### config.mk
export PLATFORM = sky130hd
export DESIGN_NAME = nw_traceback
export DESIGN_NICKNAME = d
export VERILOG_FILES = /design/src/rtl/nw_pkg.sv /design/src/rtl/nw_char_sel.sv /design/src/rtl/nw_traceback.sv
export SDC_FILE = /design/constraint.sdc
export NUM_CORES = 1
export LEC_CHECK = 0
export BUFFER_PORTS_ARGS = -buffer_cell sky130_fd_sc_hd__buf_2
export CAP_MARGIN = 0
export CORE_MARGIN = 1
export CORE_UTILIZATION = 57
export DETAILED_ROUTE_END_ITERATION = 10
export PLACE_DENSITY = 0.84
export SKIP_LAST_GASP = 1
export SLEW_MARGIN = 30
export SYNTH_ARGS = -nofsm -noshare
export SYNTH_HDL_FRONTEND = slang
export SYNTH_SLANG_ARGS = --single-unit
### constraint.sdc
create_clock -name clk -period 3.42 [get_ports clk]
set_input_delay 0.342 -clock clk [delete_from_list [all_inputs] [get_ports clk]]
set_output_delay 0.342 -clock clk [all_outputs]
set_load 0.05 [all_outputs]
### src/rtl/nw_pkg.sv
// nw_pkg: direction codes shared with the grid cell writer, and traceback FSM states
package nw_pkg;
    typedef enum logic [1:0] {TOP_DIR = 2'b00, LEFT_DIR = 2'b01, CORNER_DIR = 2'b10, BAD_DIR = 2'b11} dir_e;
    typedef enum logic [2:0] {IDLE, READ, WAIT, EMIT, DRAIN, DONE} state_e;
endpackage

### src/rtl/nw_char_sel.sv
// nw_char_sel: picks character idx out of a packed string
module nw_char_sel #(
    parameter int LENGTH = 10,
    parameter int CWIDTH = 2,
    parameter int IW = $clog2(LENGTH)
)(
    input  logic [LENGTH*CWIDTH-1:0] s,
    input  logic [IW-1:0]            idx,
    output logic [CWIDTH-1:0]        c
);
    assign c = CWIDTH'(s >> (idx * CWIDTH));
endmodule

### src/rtl/nw_traceback.sv
// nw_traceback: walks the NW direction RAM from the far corner back to (0,0)
// and streams one alignment column op per handshake, last column first.
module nw_traceback
    import nw_pkg::*;
#(
    parameter int LENGTH = 10,
    parameter int CWIDTH = 2,
    parameter int IW = $clog2(LENGTH)
)(
    input  logic                     clk,
    input  logic                     reset,
    input  logic                     start,
    input  logic [LENGTH*CWIDTH-1:0] s1,
    input  logic [LENGTH*CWIDTH-1:0] s2,
    output logic                     dir_rd_en,
    output logic [IW-1:0]            dir_row,
    output logic [IW-1:0]            dir_col,
    input  logic [1:0]               dir_rdata,
    output logic                     out_valid,
    input  logic                     out_ready,
    output logic [1:0]               out_op,
    output logic [CWIDTH-1:0]        out_c1,
    output logic [CWIDTH-1:0]        out_c2,
    output logic                     out_last,
    output logic                     busy,
    output logic                     done,
    output logic                     error
);
    state_e                  state;
    logic [LENGTH*CWIDTH-1:0] s1_q, s2_q;
    logic [IW-1:0]           j, k, j_n, k_n;
    logic                    row_out, col_out, row_out_n, col_out_n;
    logic                    row_step, col_step, fire;
    logic [1:0]              op_w;
    logic [CWIDTH-1:0]       c1, c2;
    // In WAIT the op under evaluation is the fresh RAM word, otherwise the one being presented
    assign op_w      = state == WAIT ? dir_rdata : out_op;
    assign row_step  = op_w != LEFT_DIR;
    assign col_step  = op_w != TOP_DIR;
    assign row_out_n = row_out | (row_step && j == '0);
    assign col_out_n = col_out | (col_step && k == '0);
    assign j_n       = row_step && j != '0 ? j - IW'(1) : j;
    assign k_n       = col_step && k != '0 ? k - IW'(1) : k;
    assign fire      = out_valid && out_ready;
    assign dir_row   = j;
    assign dir_col   = k;
    nw_char_sel #(.LENGTH(LENGTH), .CWIDTH(CWIDTH), .IW(IW)) u_sel1 (
        .s(s1_q), .idx(state == WAIT ? j : j_n), .c(c1)
    );
    nw_char_sel #(.LENGTH(LENGTH), .CWIDTH(CWIDTH), .IW(IW)) u_sel2 (
        .s(s2_q), .idx(state == WAIT ? k : k_n), .c(c2)
    );
    always_ff @(posedge clk or negedge reset) begin
        if (!reset) begin
            state     <= IDLE;
            s1_q      <= '0;
            s2_q      <= '0;
            j         <= '0;
            k         <= '0;
            row_out   <= 1'b0;
            col_out   <= 1'b0;
            dir_rd_en <= 1'b0;
            out_valid <= 1'b0;
            out_op    <= '0;
            out_c1    <= '0;
            out_c2    <= '0;
            out_last  <= 1'b0;
            busy      <= 1'b0;
            done      <= 1'b0;
            error     <= 1'b0;
        end else begin
            dir_rd_en <= 1'b0;
            done      <= 1'b0;
            case (state)
                IDLE: if (start) begin
                    s1_q      <= s1;
                    s2_q      <= s2;
                    j         <= IW'(LENGTH - 1);
                    k         <= IW'(LENGTH - 1);
                    row_out   <= 1'b0;
                    col_out   <= 1'b0;
                    error     <= 1'b0;
                    busy      <= 1'b1;
                    dir_rd_en <= 1'b1;
                    state     <= READ;
                end
                READ: state <= WAIT;
                WAIT: if (dir_rdata == BAD_DIR) begin
                    error <= 1'b1;
                    done  <= 1'b1;
                    busy  <= 1'b0;
                    state <= IDLE;
                end else begin
                    out_valid <= 1'b1;
                    out_op    <= dir_rdata;
                    out_c1    <= row_step ? c1 : '0;
                    out_c2    <= col_step ? c2 : '0;
                    out_last  <= row_out_n && col_out_n;
                    state     <= EMIT;
                end
                EMIT, DRAIN: if (fire) begin
                    j         <= j_n;
                    k         <= k_n;
                    row_out   <= row_out_n;
                    col_out   <= col_out_n;
                    // Exactly one index exhausted: keep streaming the other axis without RAM reads
                    out_valid <= row_out_n ^ col_out_n;
                    out_op    <= row_out_n ? LEFT_DIR : TOP_DIR;
                    out_c1    <= row_out_n ? '0 : c1;
                    out_c2    <= row_out_n ? c2 : '0;
                    out_last  <= row_out_n ? k_n == '0 : j_n == '0;
                    dir_rd_en <= !(row_out_n || col_out_n);
                    busy      <= !(row_out_n && col_out_n);
                    done      <= row_out_n && col_out_n;
                    state     <= row_out_n && col_out_n ? DONE : (row_out_n || col_out_n) ? DRAIN : READ;
                end
                DONE: state <= IDLE;
                default: state <= IDLE;
            endcase
        end
    end
endmodule

==> results of run 1 <==
## kinds of logic (layout without fill, tap and decap cells)
kind of cell / after synthesis / count (layout) / synth area share, %
simple gates: 215 / 215 / 24.1
compound gates: 90 / 90 / 16.7
flops: 65 / 65 / 42.3
buf+inv: 34 / 98 / 3.78
mux: 30 / 30 / 10.6
fa+ha+maj: 5 / 5 / 1.63
xor+xnor: 2 / 2 / 0.944
## where the power goes
group	leakage [nW]	internal (mW)	switching, mW
sequential	0.818	1.09	0.317
combinational	1.27	1.06	1.62
clock	0.113	0.429	0.305
## layer usage
metal	vias to the layer above	GRT usage, %	routed length (um)
li1	1672	-	-
met1	1684	39.1	4140
met2	182	43.7	4440
met3	17	5.54	663
met4	0	10.5	144
met5	-	0	0
## stage by stage
stage,setup slack [ps],utilization [%],cells
2_1_floorplan,282,-,441
3_3_place_gp,728,65.6,566
3_5_place_dp,625,65.7,566
4_1_cts,598,69.1,582
5_1_grt,359,69.1,582
6_report,576,69.1,582
## state kept, by name (all words and copies together), names as in the netlist, 2 cells and up
name	flops
s2_q	20
dir_row	4
out_c1	2
s1_q	20
dir_col	4
out_op	2
state	3
out_c2	2
## cell usage in the layout, fill, tap and decap left out, types with 3 or more instances in the layout
| cell type | synthesis | layout |
|---|---|---|
| o22ai_1 | 6 | 6 |
| nor2_1 | 27 | 27 |
| nor3_1 | 9 | 9 |
| o311a_1 | 4 | 4 |
| o31ai_1 | 6 | 6 |
| a221oi_1 | 3 | 3 |
| dfrtp_1 | 65 | 65 |
| mux2_2 | 6 | 6 |
| inv_1 | 8 | 8 |
| a32o_1 | 3 | 3 |
| buf_2 | 2 | 64 |
| nand3_1 | 7 | 7 |
| a21o_1 | 4 | 4 |
| o21ai_0 | 22 | 22 |
| buf_4 | 0 | 9 |
| a21oi_1 | 13 | 13 |
| a211oi_1 | 4 | 4 |
| clkbuf_8 | 0 | 10 |
| nor2b_1 | 7 | 7 |
| mux2i_1 | 16 | 16 |
| or3_1 | 3 | 3 |
| ha_1 | 5 | 5 |
| a22o_1 | 3 | 3 |
| and2_1 | 4 | 4 |
| o211ai_1 | 4 | 4 |
| nand2_1 | 145 | 145 |
| nand4_1 | 3 | 3 |
| mux4_2 | 8 | 8 |
## worst max-delay path, stage by stage (launching register included)
cell and delay (ps):
dfrtp_1 390, inv_1 190, ha_1 300, nor3b_2 410, or3_1 410, o21ai_0 260, o311a_1 440, a2111oi_2 330
## final cells by class
type                            instances  area (um^2)  area share (%)
Tap cell                               77         96.3            2.17
Clock inverter                          5         78.8            1.78
Clock buffer                           11          141            3.19
Inverter                                9         33.8           0.761
Sequential cell                        65         1630            36.7
Timing Repair Buffer                   73          388            8.74
Multi-Input combinational cell        342         2070            46.7
## path summary, 6_finish.rpt
| check | endpoint | cells past startpoint | slack (ps) | start |
|---|---|---|---|---|
| max | out_c2[0] | 7 | 580 | dir_col[0] |
| min | state[0] | 1 | 7 | reset |
| max reg2reg | out_c2[0] | 7 | 580 | dir_col[0] |
| min reg2reg | s1_q[16] | 2 | 480 | s1_q[16] |
| max in group asynchronous | s1_q[8] | 2 | 2750 | reset |
| min in group clk | s1_q[7] | 3 | 180 | s1[7] |
==> out/metrics.cfg, run 1 <==
[detailed_routing]
wl_um = 9390
drt_pass1_iterations = 8
ant_nets = 0
viasPerCell = 6.11
vias = 3555
post_drt_wl_per_cell_um = 16.1
drc_errors = 8
dr.first_iter.drc_count = 359

[timing]
slew_viol_final = 0
rsz0062_at_grt = no
hold_slack_ps = 7.39
finalHoldViolCount = 0
fin_skew_ps = 12.2
worst_slew_pin_slew_ps = 759
fin_crit_ps = 2840
fmax_mhz = 352
fin_crit_sh_pct = 83.1
fin_tns_setup_ps = 0
slew_headroom_pct = 49.1
finalSetupViolCount = 0

[synthesis]
yosysSeqAreaShare_pct = 42.3
synth.most_common_cell = nand2_1
synth_warnings = 0
ys.flop_type = dfrtp_1
synth-edff-count = 0
syn-cell-area_mm2 = 0.00384
yosys-top-cells-count = nand2_1, dfrtp_1, nor2_1
synth_top_area_share_pct = 42.3
synth.distinct_cells = 53
ys_ff_latch = 65
ys_async_sr_fraction_pct = 100
post-synth-top-area-cell = dfrtp_1
synth.area.top_cells = dfrtp_1, nand2_1, mux4_2, mux2i_1, o21ai_0
syn_nets = 492
synthCells = 441
synthesis.area_per_instance_um2 = 8.72

[critical_path]
worstPathRequired_ps = 3660
worstSetupStartpointType = flop
crit_type = reg2reg
cp-end-kind = flop
worstPathMaxFanout = 8
critPathArrivalTime_ps = 3080

[clocking]
cts_tree = built
post_cts_buffers = 0
htreeDepth = 3
root_buffer = clkbuf_8
cts_resized = 0
cts_buffer_depth = 2
numCtsBuffers = 9
clock-sinks = 65
hold_buffers = 0
clk_pin_slew_ps = 80
clock_latency_ps = 360

[floorplan]
start_util_pct = 59.8
io-pin-count = 66
die_h_um = 84.1
design.core.area_mm2 = 0.00642
rows = 29
dieArea_mm2 = 0.00708
die_x_um = 84.1

[power_and_ir_drop]
total_power_mw = 4.82
p_leak_nw = 2.20
power_density_mw_per_mm2 = 1090
peakVddDrop_mv = 0.590

[finish]
nFillCells = 515
area_growth_syn_to_layout_pct = 15.4
drive_gt1_share_pct = 21.8
stdcell_area_mm2 = 0.00444
nNetsFinal = 551
n_antenna_cell = 0

[grt]
antenna_found_initial = 0
grt_pass1_vias = 3305
grt_max_degree = 52
grt_pass1_wl_um = 15600
overflow = 0
grt.total_usage_pct = 28.0

[place]
port_buffers = 65
gp_congestion = 0.877
placed_cell_area_mm2 = 0.00422
dp_hpwl_um = 6500

[status]
violations = DRC
status = finished, violations left

[run]
max-cap-violations = 0

[hold_path]
hp-class = in2async

Note: power is estimated with default switching activity, not from simulation.
==> run 2, diff against run 1 <==
--- a/config.mk
+++ b/config.mk
@@ -5,12 +5,13 @@
 export SDC_FILE = /design/constraint.sdc
 export NUM_CORES = 1
 export LEC_CHECK = 0
+export ABC_AREA = 1
 export BUFFER_PORTS_ARGS = -buffer_cell sky130_fd_sc_hd__buf_2
 export CAP_MARGIN = 0
 export CORE_MARGIN = 1
-export CORE_UTILIZATION = 57
+export CORE_UTILIZATION = 50
 export DETAILED_ROUTE_END_ITERATION = 10
-export PLACE_DENSITY = 0.84
+export PLACE_DENSITY = 0.79
 export SKIP_LAST_GASP = 1
 export SLEW_MARGIN = 30
 export SYNTH_ARGS = -nofsm -noshare
==> constraint.sdc (replaced) <==
create_clock -name clk -period 2.3 [get_ports clk]
set_input_delay 0.23 -clock clk [delete_from_list [all_inputs] [get_ports clk]]
set_output_delay 0.23 -clock clk [all_outputs]
set_load 0.05 [all_outputs]
==> run 2 against run 1 <==
Net effect:
- the run now ends clean
- largest power group unchanged
- area after synthesis decreased by 7.5%
- sequential share of layout area rose by 1.5 points
- utilization down 6.5 points
- largest cell class unchanged
- critical path type unchanged
- via count fell by 1.6%
==> out/metrics.cfg, run 2 <==
[timing]
worst_slack_ps = 139  ; -437 ps
fin_crit_sh_pct = 93.9  ; +11 points
finalHoldViolCount = 0  ; unchanged
fin_crit_ps = 2160  ; -683 ps
slew_viol_final = 0  ; unchanged
fmax_mhz = 463  ; +32%
finalSetupViolCount = 0  ; unchanged
worst_slew_pin_slew_ps = 519  ; -240 ps
rsz0062_at_grt = yes
fin_skew_ps = 6.53  ; -5.65 ps
slew_headroom_pct = 65.0  ; +16 points

[power_and_ir_drop]
switching_power_mw = 3.79  ; +70%
power_density_mw_per_mm2 = 1710  ; +57%
peakVddDrop_mv = 0.688  ; +17%
swShare_pct = 52.0  ; +5.5 points
p_seq_share_pct = 26.9  ; -2.3 points
power_frac_clock_pct = 13.7  ; -1.5 points
p_int_mw = 3.51  ; +36%
p_leak_nw = 2.31  ; +5.1%
pwr-share-comb_pct = 59.5  ; +3.9 points

[detailed_routing]
wl_um = 8940  ; -4.8%
dr.first_iter.drc_count = 334  ; -7.0%
ant_nets = 0  ; unchanged
vias = 3497  ; -1.6%
drt_pass1_iterations = 5  ; -3
post_drt_wl_per_cell_um = 13.7  ; -15%
drc_errors = 0  ; -8
viasPerCell = 5.36  ; -12%

[synthesis]
synth_warnings = 0  ; unchanged
synth.distinct_cells = 33  ; -38%
ys_ff_latch = 65  ; unchanged
yosys-top-cells-count = nand2_1, nand3_1, dfrtp_1
syn-cell-area_mm2 = 0.00355  ; -7.5%
synth-edff-count = 0  ; unchanged
synthCells = 476  ; +7.9%
synth_top_area_share_pct = 45.8  ; +3.4 points
syn_nets = 527  ; +7.1%
ys.flop_type = dfrtp_1
yosysSeqAreaShare_pct = 45.8  ; +3.4 points
synth.most_common_cell = nand2_1
post-synth-top-area-cell = dfrtp_1
synth.area.top_cells = dfrtp_1, nand2_1, nand3_1, inv_1, o21ai_0
synthesis.area_per_instance_um2 = 7.47  ; -14%
ys_async_sr_fraction_pct = 100  ; unchanged

[critical_path]
ff2ff_setup_slack_ps = 140  ; -440 ps
worstSetupStartpointType = flop
path_depth = 12  ; +5
cp_top_family = adder cells
max_stage_delay_ps = 420  ; -20 ps
critPathCapture = state[0]
crit_buf_inv = 4  ; +3
crit_start = dir_row[0]
worstPathMaxFanout = 6  ; -2
critPathArrivalTime_ps = 2430  ; -650 ps
critPathMostFrequentCell = inv_1
worstPathRequired_ps = 2570  ; -1090 ps
r2r-start = dir_row[0]
r2r-end = state[0]
crit_type = reg2reg
cp-end-kind = flop
cp_slowest_cell = dfrtp_2
path_cells = inv_2, ha_1, inv_1, nor2_1, nand2_2, inv_1, a21oi_4, inv_1, ha_1, nor2_1, nor3_1, o21ai_0
ff2ff_path_depth = 12  ; +5

[grt]
grt_max_degree = 43  ; -17%
overflow = 0  ; unchanged
antenna_found_initial = 0  ; unchanged
grt_pass1_vias = 3376  ; +2.1%
grt_pass1_wl_um = 15200  ; -2.5%
grt.total_usage_pct = 26.3  ; -1.7 points

[floorplan]
design.core.area_mm2 = 0.00683  ; +6.4%
rows = 30  ; +3.4%
dieArea_mm2 = 0.00745  ; +5.3%
start_util_pct = 52.0  ; -7.8 points
die_x_um = 86.3  ; +2.6%
io-pin-count = 66  ; unchanged
die_h_um = 86.3  ; +2.6%

[finish]
layout_commonest_cell = nand2_1
nFillCells = 628  ; +22%
final_cells = 652  ; +12%
mostFrequentLayoutCells = nand2_1, nand3_1, buf_2
n_antenna_cell = 0  ; unchanged
drive_gt1_share_pct = 22.5  ; +0.70 points
area_growth_syn_to_layout_pct = 20.2
nNetsFinal = 602  ; +9.3%
largestRegisters = s1_q x20, s2_q x20

[clocking]
clock_latency_ps = 350  ; about the same
cts_buffer_depth = 2  ; unchanged
cts_tree = built
numCtsBuffers = 9  ; unchanged
clock-sinks = 65  ; unchanged
clk_pin_slew_ps = 70  ; about the same
htreeDepth = 3  ; unchanged
root_buffer = clkbuf_8

[hold_path]
hp-class = in2reg

[place]
place_inst = 634  ; +12%
port_buffers = 65  ; unchanged
gp_congestion = 0.963  ; +9.8%
pre_cts_ws_ps = 79.0  ; -546 ps
dp_hpwl_um = 6430  ; -1.0%

[run]
max-cap-violations = 0  ; unchanged

[status]
status = finished, final reports clean

run 2: cell count changes after synthesis, sizes merged, moves of 8 or more:
cell,change
nand2,+51
inv,+30
mux2i,-16
clkbuf,-11
nor2,-13
mux4,-8
nand3,+89
run 2: area by class of cell:
cell class / count / area (um^2) / share of cell area [%]
tap: 96 / 120 / 2.81
sequential: 65 / 1630 / 38.2
inverter: 40 / 150 / 3.51
timing repair buffer: 73 / 400 / 9.37
clock buffer: 10 / 138 / 3.22
clock inverter: 6 / 67.6 / 1.58
multi-input combinational: 362 / 1770 / 41.3
run 2: logic make-up after synthesis:
group,synth area share [%]
flip-flops,45.8
adder cells (fa/ha/maj),1.76
buffers and inverters,5.21
AO/OA/AOI/OAI,6.12
XOR/XNOR,0.986
AND/OR/NAND/NOR,40.2
run 2: per-layer routing:
metal  global-route usage (%)  up-vias  wire [um]
met1                     32.6     1634       4000
met4                     10.6        0        226
met5                        0        -          0
met3                     6.76       25        468
met2                     44.0      132       4240
li1                         -     1706          -
run 2: worst min-delay path by stage:
stage / cells past startpoint / startpoint / end
floorplan: 0 / reset / busy
global placement: 1 / reset / s2_q[12]
detailed placement: 1 / reset / s2_q[9]
CTS: 3 / s1[7] / s1_q[7]
global route: 3 / s1[6] / s1_q[6]
finish: 3 / s1[7] / s1_q[7]
run 2: power groups by stage:
| stage | Sequential [mW] | Clock, mW | Combinational (mW) |
|---|---|---|---|
| finish | 1.96 | 0.999 | 4.34 |
| global route | 2.02 | 1.06 | 4.80 |
| CTS | 1.96 | 1.02 | 4.21 |
| detailed placement | 1.97 | 0 | 4.18 |
| global placement | 1.96 | 0 | 4.04 |
| floorplan | 2.33 | 0 | 2.82 |
run 2: worst min-delay path: stages:
cell and delay [ps]:
buf_2 70, nand2_1 40, nand2_1 40
run 2: metrics by stage:
stage          TNS [ps]  hold WS [ps]  util, %  total power, mW  instance area, um^2
6_report              0          66.3     62.5             7.30                 4270
5_1_grt            -103          65.1     62.5             7.88                 4270
4_1_cts               0          54.7     62.1             7.19                 4240
3_5_place_dp          0           208     59.0             6.16                 4030
3_3_place_gp          0           192     59.0             6.01                 4030
2_1_floorplan         0         -65.6        -             5.15                 3560
run 2: what timing repair did:
action	in CTS	in global routing
buffers inserted	0	1
gates resized for setup	0	6
endpoints found under the hold margin	17	0
hold buffers	1	0
setup endpoints to repair	0	12
